<file path="src/rtl/fetch_pkg.sv">
// rtl/fetch_pkg.sv - shared types and constants for the instruction fetch stage
package fetch_pkg;

    typedef enum logic [1:0] {
        S_IDLE  = 2'd0,
        S_FETCH = 2'd1,
        S_DRAIN = 2'd2
    } fetch_state_e;

    localparam logic [31:0] RESET_PC_DEFAULT = 32'h8002_0000;
    localparam logic [31:0] NOP              = 32'h0000_0000;
    localparam logic [31:0] WORD_ALIGN_MASK  = 32'hFFFF_FFFC;

endpackage

</file>
<file path="src/rtl/fetch_pc.sv">
// rtl/fetch_pc.sv - fetch PC register with increment/redirect mux and pending redirect target
module fetch_pc
    import fetch_pkg::*;
#(
    parameter logic [31:0] RESET_PC = RESET_PC_DEFAULT,
    parameter int unsigned PC_STEP  = 4
) (
    input  logic        clock,
    input  logic        reset_n,
    input  logic        i_redirect,
    input  logic [31:0] i_redirect_pc,
    input  logic        i_hold_target,
    input  logic        i_advance,
    input  logic        i_take_target,
    output logic [31:0] o_pc
);

    logic [31:0] r_pc;
    logic [31:0] r_target;
    logic [31:0] w_target;

    assign w_target = i_redirect_pc & WORD_ALIGN_MASK;
    assign o_pc     = r_pc;

    // A redirect either retargets the PC directly or, while an old request must still
    // drain, parks the target; the parked target is loaded once the drain completes.
    always_ff @(posedge clock or negedge reset_n) begin
        if (!reset_n) begin
            r_pc     <= RESET_PC;
            r_target <= RESET_PC;
        end else if (i_redirect) begin
            if (i_hold_target) begin
                r_target <= w_target;
            end else begin
                r_pc <= w_target;
            end
        end else if (i_advance) begin
            r_pc <= r_pc + 32'(PC_STEP);
        end else if (i_take_target) begin
            r_pc <= r_target;
        end
    end

endmodule

</file>
<file path="src/rtl/fetch.sv">
// rtl/fetch.sv - single-outstanding instruction fetch stage with redirect and drain
module fetch
    import fetch_pkg::*;
#(
    parameter logic [31:0] RESET_PC = RESET_PC_DEFAULT,
    parameter int unsigned PC_STEP  = 4
) (
    input  logic        clock,
    input  logic        reset_n,
    input  logic        enable,
    input  logic        stall,
    input  logic        redirect,
    input  logic [31:0] redirect_pc,
    output logic        mem_req,
    output logic [31:0] mem_addr,
    input  logic        mem_ack,
    input  logic [31:0] mem_rdata,
    output logic [0:31] insn,
    output logic        insn_valid,
    output logic [31:0] insn_pc
);

    fetch_state_e r_state;
    fetch_state_e w_state_next;

    logic        r_busy;
    logic [0:31] r_insn;
    logic [31:0] r_insn_pc;
    logic        r_insn_valid;

    logic        w_slot_free;
    logic        w_issue;
    logic        w_pending_next;
    logic        w_accept;
    logic        w_drain_done;
    logic [31:0] w_pc;

    // A new request only starts when the output slot will be free next cycle and no
    // redirect is arriving; an outstanding request keeps mem_req up until its ack.
    assign w_slot_free    = !r_insn_valid || !stall;
    assign w_issue        = (r_state == S_FETCH) && enable && w_slot_free && !redirect && !r_busy;
    assign mem_req        = r_busy || w_issue;
    assign mem_addr       = w_pc;
    assign w_pending_next = mem_req && !mem_ack;
    assign w_accept       = (r_state == S_FETCH) && mem_req && mem_ack && !redirect;
    assign w_drain_done   = (r_state == S_DRAIN) && mem_ack && !redirect;

    assign insn       = r_insn;
    assign insn_pc    = r_insn_pc;
    assign insn_valid = r_insn_valid;

    fetch_pc #(
        .RESET_PC (RESET_PC),
        .PC_STEP  (PC_STEP)
    ) u_fetch_pc (
        .clock         (clock),
        .reset_n       (reset_n),
        .i_redirect    (redirect),
        .i_redirect_pc (redirect_pc),
        .i_hold_target (w_pending_next),
        .i_advance     (w_accept),
        .i_take_target (w_drain_done),
        .o_pc          (w_pc)
    );

    // State register plus the outstanding-request flag
    always_ff @(posedge clock or negedge reset_n) begin
        if (!reset_n) begin
            r_state <= S_IDLE;
            r_busy  <= 1'b0;
        end else begin
            r_state <= w_state_next;
            r_busy  <= w_pending_next;
        end
    end

    // Next state: a redirect that cannot complete this cycle drains the old request first
    always_comb begin
        w_state_next = r_state;
        case (r_state)
            S_IDLE: begin
                if (enable) begin
                    w_state_next = S_FETCH;
                end
            end
            S_FETCH: begin
                if (redirect && w_pending_next) begin
                    w_state_next = S_DRAIN;
                end else if (!enable && !w_pending_next) begin
                    w_state_next = S_IDLE;
                end
            end
            S_DRAIN: begin
                if (mem_ack) begin
                    w_state_next = S_FETCH;
                end
            end
            default: begin
                w_state_next = S_IDLE;
            end
        endcase
    end

    // Output slot: flush on redirect, load on an accepted ack, empty once decode takes it
    always_ff @(posedge clock or negedge reset_n) begin
        if (!reset_n) begin
            r_insn       <= NOP;
            r_insn_pc    <= '0;
            r_insn_valid <= 1'b0;
        end else if (redirect) begin
            r_insn_valid <= 1'b0;
        end else if (w_accept) begin
            r_insn       <= mem_rdata;
            r_insn_pc    <= mem_addr;
            r_insn_valid <= 1'b1;
        end else if (r_insn_valid && !stall) begin
            r_insn_valid <= 1'b0;
        end
    end

endmodule

</file>
<file path="config.mk">
export PLATFORM = sky130hd
export DESIGN_NAME = fetch
export DESIGN_NICKNAME = d
export VERILOG_FILES = /design/src/rtl/fetch_pkg.sv /design/src/rtl/fetch_pc.sv /design/src/rtl/fetch.sv
export SDC_FILE = /design/constraint.sdc
export NUM_CORES = 1
export LEC_CHECK = 0
export ABC_AREA = 1
export BUFFER_PORTS_ARGS = -buffer_cell sky130_fd_sc_hd__buf_4
export CAP_MARGIN = 20
export CORE_MARGIN = 8
export CORE_UTILIZATION = 45
export DETAILED_ROUTE_END_ITERATION = 8
export GPL_TIMING_DRIVEN = 0
export PLACE_DENSITY = 0.7
export REMOVE_ABC_BUFFERS = 1
export SYNTH_ARGS = -nofsm -noshare
export SYNTH_HDL_FRONTEND = slang
export SYNTH_SLANG_ARGS = --single-unit
export TNS_END_PERCENT = 30
</file>
<file path="constraint.sdc">
create_clock -name clock -period 1.8 [get_ports clock]
set_input_delay 0.09 -clock clock [delete_from_list [all_inputs] [get_ports clock]]
set_output_delay 0.09 -clock clock [all_outputs]
set_load 0.02 [all_outputs]
</file>
==> flow_summary.json, run 1 <==
{
  "die_x_um": 135,
  "yosysTopAreaCellShare": 0.476,
  "avgSynthCellArea_um2": 7.51,
  "worstSetupPathType": "reg2reg",
  "drtPass1Iterations": 5,
  "path_clk_slew_ps": 50,
  "crit_top_cell": "nand2_8",
  "vias_per_cell": 5.01,
  "drcViolationCount": 0,
  "min_delay_path_depth": 4,
  "fin_worst_skew_ps": 7.89,
  "outcome": "finished, final reports clean",
  "cp_slowest_stage_delay_ps": 420,
  "core_area_um2": 13900,
  "grt_util_all_layers": 0.234,
  "port_buffers": 161,
  "final_common_cell": "nand2_1",
  "drive_above_1_share": 0.245,
  "synth_area_um2": 6410,
  "fin_tns_setup_ps": 0,
  "ys_top_cells_by_area": "dfrtp_1 (48%), nand2_1 (19%), inv_1 (5.3%)",
  "clock_latency_ps": 420,
  "synth_warnings": 0,
  "synth_top_cell_by_area": "dfrtp_1",
  "tightest_slew_ps": 643,
  "io_pins": 168,
  "crit_chain": "buf_4, a31oi_1, nand2_8, nand2_8, inv_12, nor2_1, a21oi_1",
  "cp.required_ps": 2100,
  "hold_viol": 0,
  "fp.dieH_um": 135,
  "antenna_found_initial": 0,
  "num_vias": 6407,
  "clockRootBuffer": "clkbuf_16",
  "cts_tree": "built",
  "power_density_nw_per_um2": 1340,
  "p_leak_nw": 4.84,
  "arrival_ps": 2000,
  "clkSinkCount": 126,
  "layout_setup_ws_ps": 98.8,
  "place_area_um2": 7710,
  "synthCells": 853,
  "area_growth_syn_to_layout_pct": 45.9,
  "setup_violations": 0,
  "relSlewSlack": 0.571,
  "mostFrequentLayoutCells": "nand2_1 (319), buf_4 (172), dfrtp_1 (117)",
  "max-cap-violations": 0,
  "rows": 43,
  "synth-seq-area-share": 0.493,
  "drt-initial-drc-count": 353,
  "period_share": 0.945,
  "initial_core_util": 0.462,
  "p_total_mw": 12.5,
  "grt_start_max_net_pins": 67,
  "peakVddDrop_v": 0.000881,
  "slew_viol_final": 0,
  "ant_nets": 0,
  "cp.depth": 7,
  "cts_buffer_depth": 2,
  "design_area_um2": 9350,
  "critPathTopFamily": "simple AND/OR/NAND/NOR gates",
  "place_ws_ps": -1170,
  "wl_per_cell_um": 16.6,
  "post-dp-hpwl_mm": 12.7,
  "ys_ff_latch": 126,
  "die_area_um2": 18300,
  "hold_class": "in2reg",
  "htreeDepth": 4,
  "reg2regPathDepth": 7,
  "numCtsBuffers": 17,
  "gp_congestion": 0.845,
  "grt_pass1_vias": 6422,
  "antenna_cells": 0,
  "fmax_ghz": 0.588,
  "fin_crit_ps": 1700,
  "slowest_stage": "dfrtp_1",
  "synth_cell_types": 30,
  "fillers": 1144,
  "overflow": 0,
  "cp_max_fo": 11,
  "cp.buffers_inverters": 2,
  "fin_nets": 1158,
  "cp-end-kind": "register",
  "drt-total-wl_mm": 21.2,
  "grt_pass1_wl_mm": 33.6,
  "cp-start-kind": "register"
}
-- path summary, 6_finish.rpt --
kind,from,endpoint,slack [ps]
worst max-delay path,r_state[1],u_fetch_pc.o_pc[19],100
worst min-delay path,mem_ack,r_busy,60
worst max register to register,r_state[1],u_fetch_pc.o_pc[19],100
worst min register to register,insn_pc[3],insn_pc[3],480
max in group asynchronous,reset_n,u_fetch_pc.r_target[31],810
min in group asynchronous,reset_n,insn[24],210
-- stage by stage --
step | instances | hold slack (ps) | util
after floorplan | 816 | -206 | -
after global placement | 1157 | 284 | 0.549
final | 1280 | 61.6 | 0.673
after global routing | 1280 | 84.6 | 0.673
after CTS | 1267 | 46.6 | 0.656
after detailed placement | 1160 | 113 | 0.556
-- metal layers --
layer | part of all wire | vias to the layer above | global-route usage | routed length [um]
met4 | 0.024 | 0 | 0.0870 | 503
met2 | 0.46 | 232 | 0.379 | 9670
met3 | 0.081 | 34 | 0.0668 | 1730
met5 | 0 | - | 0 | 0
met1 | 0.44 | 3010 | 0.291 | 9310
li1 | - | 3131 | - | -
-- cell usage after synthesis, drive strengths merged --
cell	n
dfstp	4
nor2	86
ha	1
a21boi	1
inv	93
o21ai	52
nand3	50
nand4	1
a31oi	1
nor3	1
o211ai	4
o21a	1
xnor2	1
clkbuf	9
mux2	17
dfrtp	122
buf	31
xor2	5
a21oi	46
conb	1
nand2	326
-- kinds of logic after synthesis --
group | share of synthesized area
muxes | 0.0299
adders and majority gates | 0.00195
buffers and inverters | 0.0904
AOI/OAI and AO/OA | 0.0886
DFF | 0.493
other | 0.000585
xor gates and xnor gates | 0.00820
and+or+nand+nor | 0.288
-- repair_timing --
item                                    in CTS  in global routing
endpoints found under the hold margin      123                  0
hold buffers                                65                  0
gates resized for setup                     17                 25
setup buffers                                4                 11
pin swaps                                    2                  3
cloned                                       6                  3
endpoints found under the setup margin      78                 73
-- worst register-to-register path: cells and delay by family, from the launching register on --
kind            cells  cell delay (ps)
simple gates        3              470
buf+inv             2              230
flops               1              420
compound gates      2              460
-- layout make-up --
cell class              count  area, um2  area share
repair inverters            2       22.5     0.00241
repair buffers            246       2150       0.230
inverters                  93        388      0.0415
clock buffers              25        475      0.0509
well taps                 180        225      0.0241
clock inverters             7       87.6     0.00937
multi-input cells         601       2840       0.304
flip-flops and latches    126       3160       0.339
-- where the power goes --
part | switching [mW] | internal (mW) | leakage (nW)
registers | 0.747 | 3.92 | 1.56
clock network | 1.21 | 2.10 | 0.275
logic | 2.56 | 1.97 | 3.00
total | 4.52 | 7.99 | 4.84
-- registers in the layout, indices dropped and copies added, names as in the netlist --
signal and count:
insn_valid 1, u_fetch_pc.r_target 30, u_fetch_pc.o_pc 30, r_busy 1, insn 32, r_state 2, insn_pc 30
No activity file was read; power rests on OpenSTA's default activity.
==> inputs of run 2 (changes only) <==
--- a/config.mk
+++ b/config.mk
@@ -6,7 +6,7 @@
 export NUM_CORES = 1
 export LEC_CHECK = 0
 export ABC_AREA = 1
-export BUFFER_PORTS_ARGS = -buffer_cell sky130_fd_sc_hd__buf_4
+export BUFFER_PORTS_ARGS = -buffer_cell sky130_fd_sc_hd__buf_2
 export CAP_MARGIN = 20
 export CORE_MARGIN = 8
 export CORE_UTILIZATION = 45
==> run 2 against run 1 <==
  * Clock-buffer cell count is 1 lower
  * Clock power about the same
  * Total power decreased by 4.4%
  * Critical path type unchanged
  * Critical endpoint is now insn[21]
==> flow_summary.json, run 2 (synthesis gave the netlist of run 1 again) <==
{
  "grt_util_all_layers": 0.228,
  "die_area_um2": 18300,
  "drt-initial-drc-count": 466,
  "vias_per_cell": 5.04,
  "grt_pass1_vias": 6245,
  "relSlewSlack": 0.563,
  "grt_pass1_wl_mm": 32.8,
  "max-cap-violations": 0,
  "drcViolationCount": 0,
  "tightest_slew_ps": 655,
  "timing.hold.ws_ps": 69.0,
  "mostFrequentLayoutCells": "nand2_1 (320), buf_2 (159), dfrtp_1 (119)",
  "numCtsBuffers": 17,
  "crit_chain": "inv_2, nand2_2, nor2_1, nand2_1, nand2_4, nand2_8, buf_8, bufbuf_16, nand2_1, nand2_1",
  "fp.dieH_um": 135,
  "crit_end": "insn[21]",
  "routed.top_layer": "met4",
  "cp_max_fo": 37,
  "area_growth_syn_to_layout_pct": 39.2,
  "peakVddDrop_v": 0.000669,
  "fin_crit_ps": 1730,
  "slowest_stage": "dfrtp_1",
  "r2r_slack_ps": 70,
  "hold_viol": 0,
  "port_buffers": 161,
  "antenna_found_initial": 0,
  "cp-end-kind": "register",
  "drtPass1Iterations": 5,
  "slew_viol_final": 0,
  "crit_top_cell": "nand2_1",
  "drive_above_1_share": 0.241,
  "cp.required_ps": 2100,
  "fmax_ghz": 0.578,
  "cts_buffer_depth": 2,
  "period_share": 0.961,
  "ant_nets": 0,
  "post-dp-hpwl_mm": 12.8,
  "worstReg2RegStart": "r_state[1]",
  "overflow": 0,
  "clkSinkCount": 126,
  "initial_core_util": 0.462,
  "timing.rr.end": "insn[21]",
  "cp-start-kind": "register",
  "grt_setup_unrepaired": "yes",
  "fin_nets": 1154,
  "p_total_mw": 12.0,
  "outcome": "finished, final reports clean",
  "layout_setup_ws_ps": 70.6,
  "p_leak_nw": 4.74,
  "design_area_um2": 8920,
  "clock_latency_ps": 420,
  "placedCellCount": 1160,
  "num_vias": 6423,
  "rows": 43,
  "grt_start_max_net_pins": 71,
  "arrival_ps": 2030,
  "cp.buffers_inverters": 3,
  "path_clk_slew_ps": 50,
  "gp_congestion": 0.835,
  "reg2regPathDepth": 10,
  "wl_met1_mm": 9.02,
  "wl_met2_mm": 9.68,
  "final_common_cell": "nand2_1",
  "place_ws_ps": -1360,
  "drt-total-wl_mm": 21.0,
  "clockRootBuffer": "clkbuf_16",
  "die_x_um": 135,
  "antenna_cells": 0,
  "htreeDepth": 4,
  "critPathTopFamily": "simple AND/OR/NAND/NOR gates",
  "final_cells": 1275,
  "crit_start": "r_state[1]",
  "worstSetupPathType": "reg2reg",
  "cts_tree": "built",
  "place_area_um2": 7310,
  "power_density_nw_per_um2": 1340,
  "route.met3.wl_mm": 1.78,
  "core_area_um2": 13900,
  "io_pins": 168,
  "wl_per_cell_um": 16.5,
  "cp_slowest_stage_delay_ps": 400,
  "fin_worst_skew_ps": 8.53,
  "largest_reg_flops": 32,
  "setup_violations": 0,
  "cp.depth": 10,
  "hold_class": "in2reg"
}
[run 2: worst min-delay path, delay by kind of cell]
family | cells | cell delay (ps)
simple gates | 1 | 100
buf+inv | 3 | 250
[run 2: power by group]
group          total [mW]  switching [mW]  internal (mW)
registers            4.62           0.706           3.91
logic                4.05            2.54           1.51
clock network        3.29            1.19           2.09
[run 2: repair_timing]
| item | in CTS | in global routing |
|---|---|---|
| setup buffers | 6 | 4 |
| pin swaps | 3 | 3 |
| cloned | 6 | 3 |
| endpoints found under the hold margin | 122 | 0 |
| setup endpoints to repair | 91 | 69 |
| hold buffers | 65 | 0 |
| gates resized for setup | 18 | 19 |
[run 2: per-layer routing]
metal / vias to the layer above / GRT usage
met1: 2988 / 0.287
li1: 3118 / -
met3: 36 / 0.0690
met2: 281 / 0.361
met4: 0 / 0.0882
met5: - / 0
[run 2: stage by stage]
step            util  TNS, ps
4_1_cts        0.630        0
3_5_place_dp   0.527   -99430
2_1_floorplan      -   -31620
3_3_place_gp   0.520  -295970
6_report       0.643        0
5_1_grt        0.643    -63.1
[run 2: worst min-delay path by stage]
stage                  start  cells after the start       end  slack, ps
4_1_cts              mem_ack                      4    r_busy         50
2_1_floorplan        reset_n                      0   insn[0]       -210
3_5_place_dp         reset_n                      1  insn[10]        100
5_1_grt              mem_ack                      4    r_busy        100
6_report             mem_ack                      4    r_busy         70
3_3_place_gp   mem_rdata[20]                      3  insn[11]        280
[run 2: final cells by class]
type                       count  area [um2]
fill                        1175        4960
sequential                   126        3160
multi-input combinational    601        2830
timing repair buffer         243        1750
clock buffer                  24         472
inverter                      93         392
tap                          180         225
clock inverter                 7        87.6
timing repair inverter         1        8.76
==> inputs of run 3 (changes only) <==
--- a/config.mk
+++ b/config.mk
@@ -16,5 +16,6 @@
 export REMOVE_ABC_BUFFERS = 1
 export SYNTH_ARGS = -nofsm -noshare
 export SYNTH_HDL_FRONTEND = slang
+export SYNTH_HIERARCHICAL = 1
 export SYNTH_SLANG_ARGS = --single-unit
 export TNS_END_PERCENT = 30
==> run 3 against run 2 <==
  * The run now ends with negative setup slack left
  * Via count is 0.11% higher
  * First-iteration DRC count is 1.7% higher
  * Worst setup slack worse by 310 ps
  * Clock skew increased by 2.6 ps
  * Clock-buffer cell count rose by 1
  * Critical endpoint is now u_fetch_pc/o_pc[4]
  * Largest power group unchanged
==> flow_summary.json, run 3 <==
{
  "outcome": "finished with violations",
  "violations": "negative setup slack",
  "post-dp-hpwl_mm": 12.1,
  "rows": 44,
  "htreeDepth": 4,
  "cts_buffer_depth": 2,
  "slew_viol_final": 0,
  "antenna_cells": 0,
  "die_x_um": 136,
  "cp-start-kind": "register",
  "fin_crit_ps": 2040,
  "drt-total-wl_mm": 21.1,
  "overflow": 0,
  "drtPass1Iterations": 5,
  "design_area_um2": 9140,
  "cp.buffers_inverters": 7,
  "synth_area_um2": 6500,
  "place_area_um2": 7380,
  "grt_pass1_vias": 6197,
  "arrival_ps": 2380,
  "fin_tns_setup_ps": -9970,
  "ys_ff_latch": 128,
  "synth-async-reset-ratio": 1.00,
  "critPathTopFamily": "buffers and inverters",
  "num_vias": 6430,
  "power_density_nw_per_um2": 1350,
  "cp_max_fo": 17,
  "drt-initial-drc-count": 474,
  "clockRootBuffer": "clkbuf_16",
  "hold_class": "in2reg",
  "synth_warnings": 6,
  "cp-end-kind": "register",
  "setup_violations": 77,
  "grt_setup_unrepaired": "yes",
  "tightest_slew_ps": 761,
  "cts_tree": "built",
  "final_common_cell": "nand2_1",
  "synth_top_cell_by_area": "dfrtp_1",
  "ys_top_cells_by_area": "dfrtp_1 (48%), nand2_1 (22%), a21oi_1 (3.6%)",
  "vias_per_cell": 4.95,
  "clkSinkCount": 128,
  "post-route-util": 0.639,
  "io_pins": 168,
  "cp.required_ps": 2140,
  "p_leak_nw": 4.82,
  "final_cells": 1298,
  "placedCellCount": 1169,
  "initial_core_util": 0.454,
  "max-cap-violations": 0,
  "hold_viol": 0,
  "peakVddDrop_v": 0.000699,
  "core_area_um2": 14300,
  "synth_top_flop_cell": "dfrtp_1",
  "synth-seq-area-share": 0.493,
  "synth-edff-count": 0,
  "drcViolationCount": 0,
  "path_clk_slew_ps": 60,
  "ant_nets": 0,
  "synthTopCellsByCount": "nand2_1 (386), dfrtp_1 (124), inv_1 (57), nor2_1 (54), a21oi_1 (47)",
  "mostFrequentLayoutCells": "nand2_1 (382), buf_2 (161), dfrtp_1 (123)",
  "grt_util_all_layers": 0.224,
  "die_area_um2": 18500,
  "fmax_ghz": 0.490,
  "grt_start_max_net_pins": 84,
  "area_growth_syn_to_layout_pct": 40.6,
  "port_buffers": 163,
  "cp_slowest_stage_delay_ps": 370,
  "fin_nets": 1173,
  "worstSetupPathType": "reg2reg",
  "period_share": 1.13,
  "timing.hold.ws_ps": 105,
  "synth.most_common_cell": "nand2_1",
  "synthCells": 854,
  "synth_cell_types": 37,
  "clock_latency_ps": 420,
  "wl_per_cell_um": 16.3,
  "grt_pass1_wl_mm": 32.4,
  "p_total_mw": 12.4,
  "fp.dieH_um": 136,
  "place_ws_ps": -1950,
  "numCtsBuffers": 17,
  "antenna_found_initial": 0,
  "fin_worst_skew_ps": 11.1,
  "layout_setup_ws_ps": -239,
  "yosysTopAreaCellShare": 0.477,
  "avgSynthCellArea_um2": 7.61,
  "relSlewSlack": 0.493,
  "drive_above_1_share": 0.259,
  "slowest_stage": "dfrtp_1",
  "gp_congestion": 0.827,
  "crit_chain": "inv_2, nor2_4, inv_2, nor3_4, nand2_8, inv_16, buf_16, o31ai_4, buf_6, buf_16, inv_16, nor2_1, a31oi_1"
}
==> run 3: changes by cell type after synthesis, sizes merged, moves of 5 or more <==
cell | before | now
a22oi | 0 | 5
o21ai | 52 | 40
nor2 | 86 | 65
nand2 | 326 | 404
nand3 | 50 | 42
inv | 93 | 61
mux2 | 17 | 0
==> run 3: metal layers <==
layer  vias up  wire, um  GRT usage
li1       3160         -          -
met1      3003      9020      0.279
met2       232     10100      0.370
met3        35      1560     0.0499
met4         0       410     0.0885
met5         -         0          0
==> run 3: worst register-to-register path, delay by kind of cell (launching register included) <==
family	cells	cell delay, ps
buffers and inverters	7	800
flip-flops	1	370
AND/OR/NAND/NOR	4	580
AO/OA/AOI/OAI	2	210
==> run 3: power breakdown <==
| group | internal (mW) | switching, mW |
|---|---|---|
| sequential | 4.00 | 0.780 |
| clock | 2.06 | 1.20 |
| combinational | 1.59 | 2.72 |
==> run 3: area by class of cell <==
type                       count  area [um2]
fill                        1234        5170
multi-input combinational    627        2850
tap                          184         230
clock buffer                  25         505
clock inverter                 6        55.1
sequential                   128        3210
inverter                      64         303
timing repair buffer         259        1940
timing repair inverter         5        56.3
==> run 3: cell families (layout without fill, tap and decap cells) <==
| family | Yosys count | in the layout | synth area share |
|---|---|---|---|
| XOR/XNOR | 7 | 7 | 0.00943 |
| other | 1 | 2 | 0.000577 |
| adder cells (fa/ha/maj) | 1 | 1 | 0.00192 |
| AO/OA/AOI/OAI | 100 | 100 | 0.0868 |
| AND/OR/NAND/NOR | 515 | 517 | 0.324 |
| buffers and inverters | 102 | 359 | 0.0839 |
| flip-flops | 128 | 128 | 0.493 |
==> run 3: path summary, 6_finish.rpt <==
kind	start	to	slack, ps	cells past startpoint
max in group asynchronous	reset_n	u_fetch_pc/r_target[17]	860	3
min in group asynchronous	reset_n	r_busy	160	2
worst max register to register	r_state[0]	u_fetch_pc/o_pc[4]	-240	13
worst max-delay path	r_state[0]	u_fetch_pc/o_pc[4]	-240	13
worst min-delay path	mem_ack	r_state[1]	110	4
worst min register to register	insn[15]	insn[15]	470	2
==> run 3: repair_timing <==
item,CTS,global route
buffers inserted,17,7
setup endpoints to repair,123,114
gates cloned,8,4
hold buffers,65,0
pin swaps,9,11
hold endpoints to repair,122,0
gates resized for setup,29,17
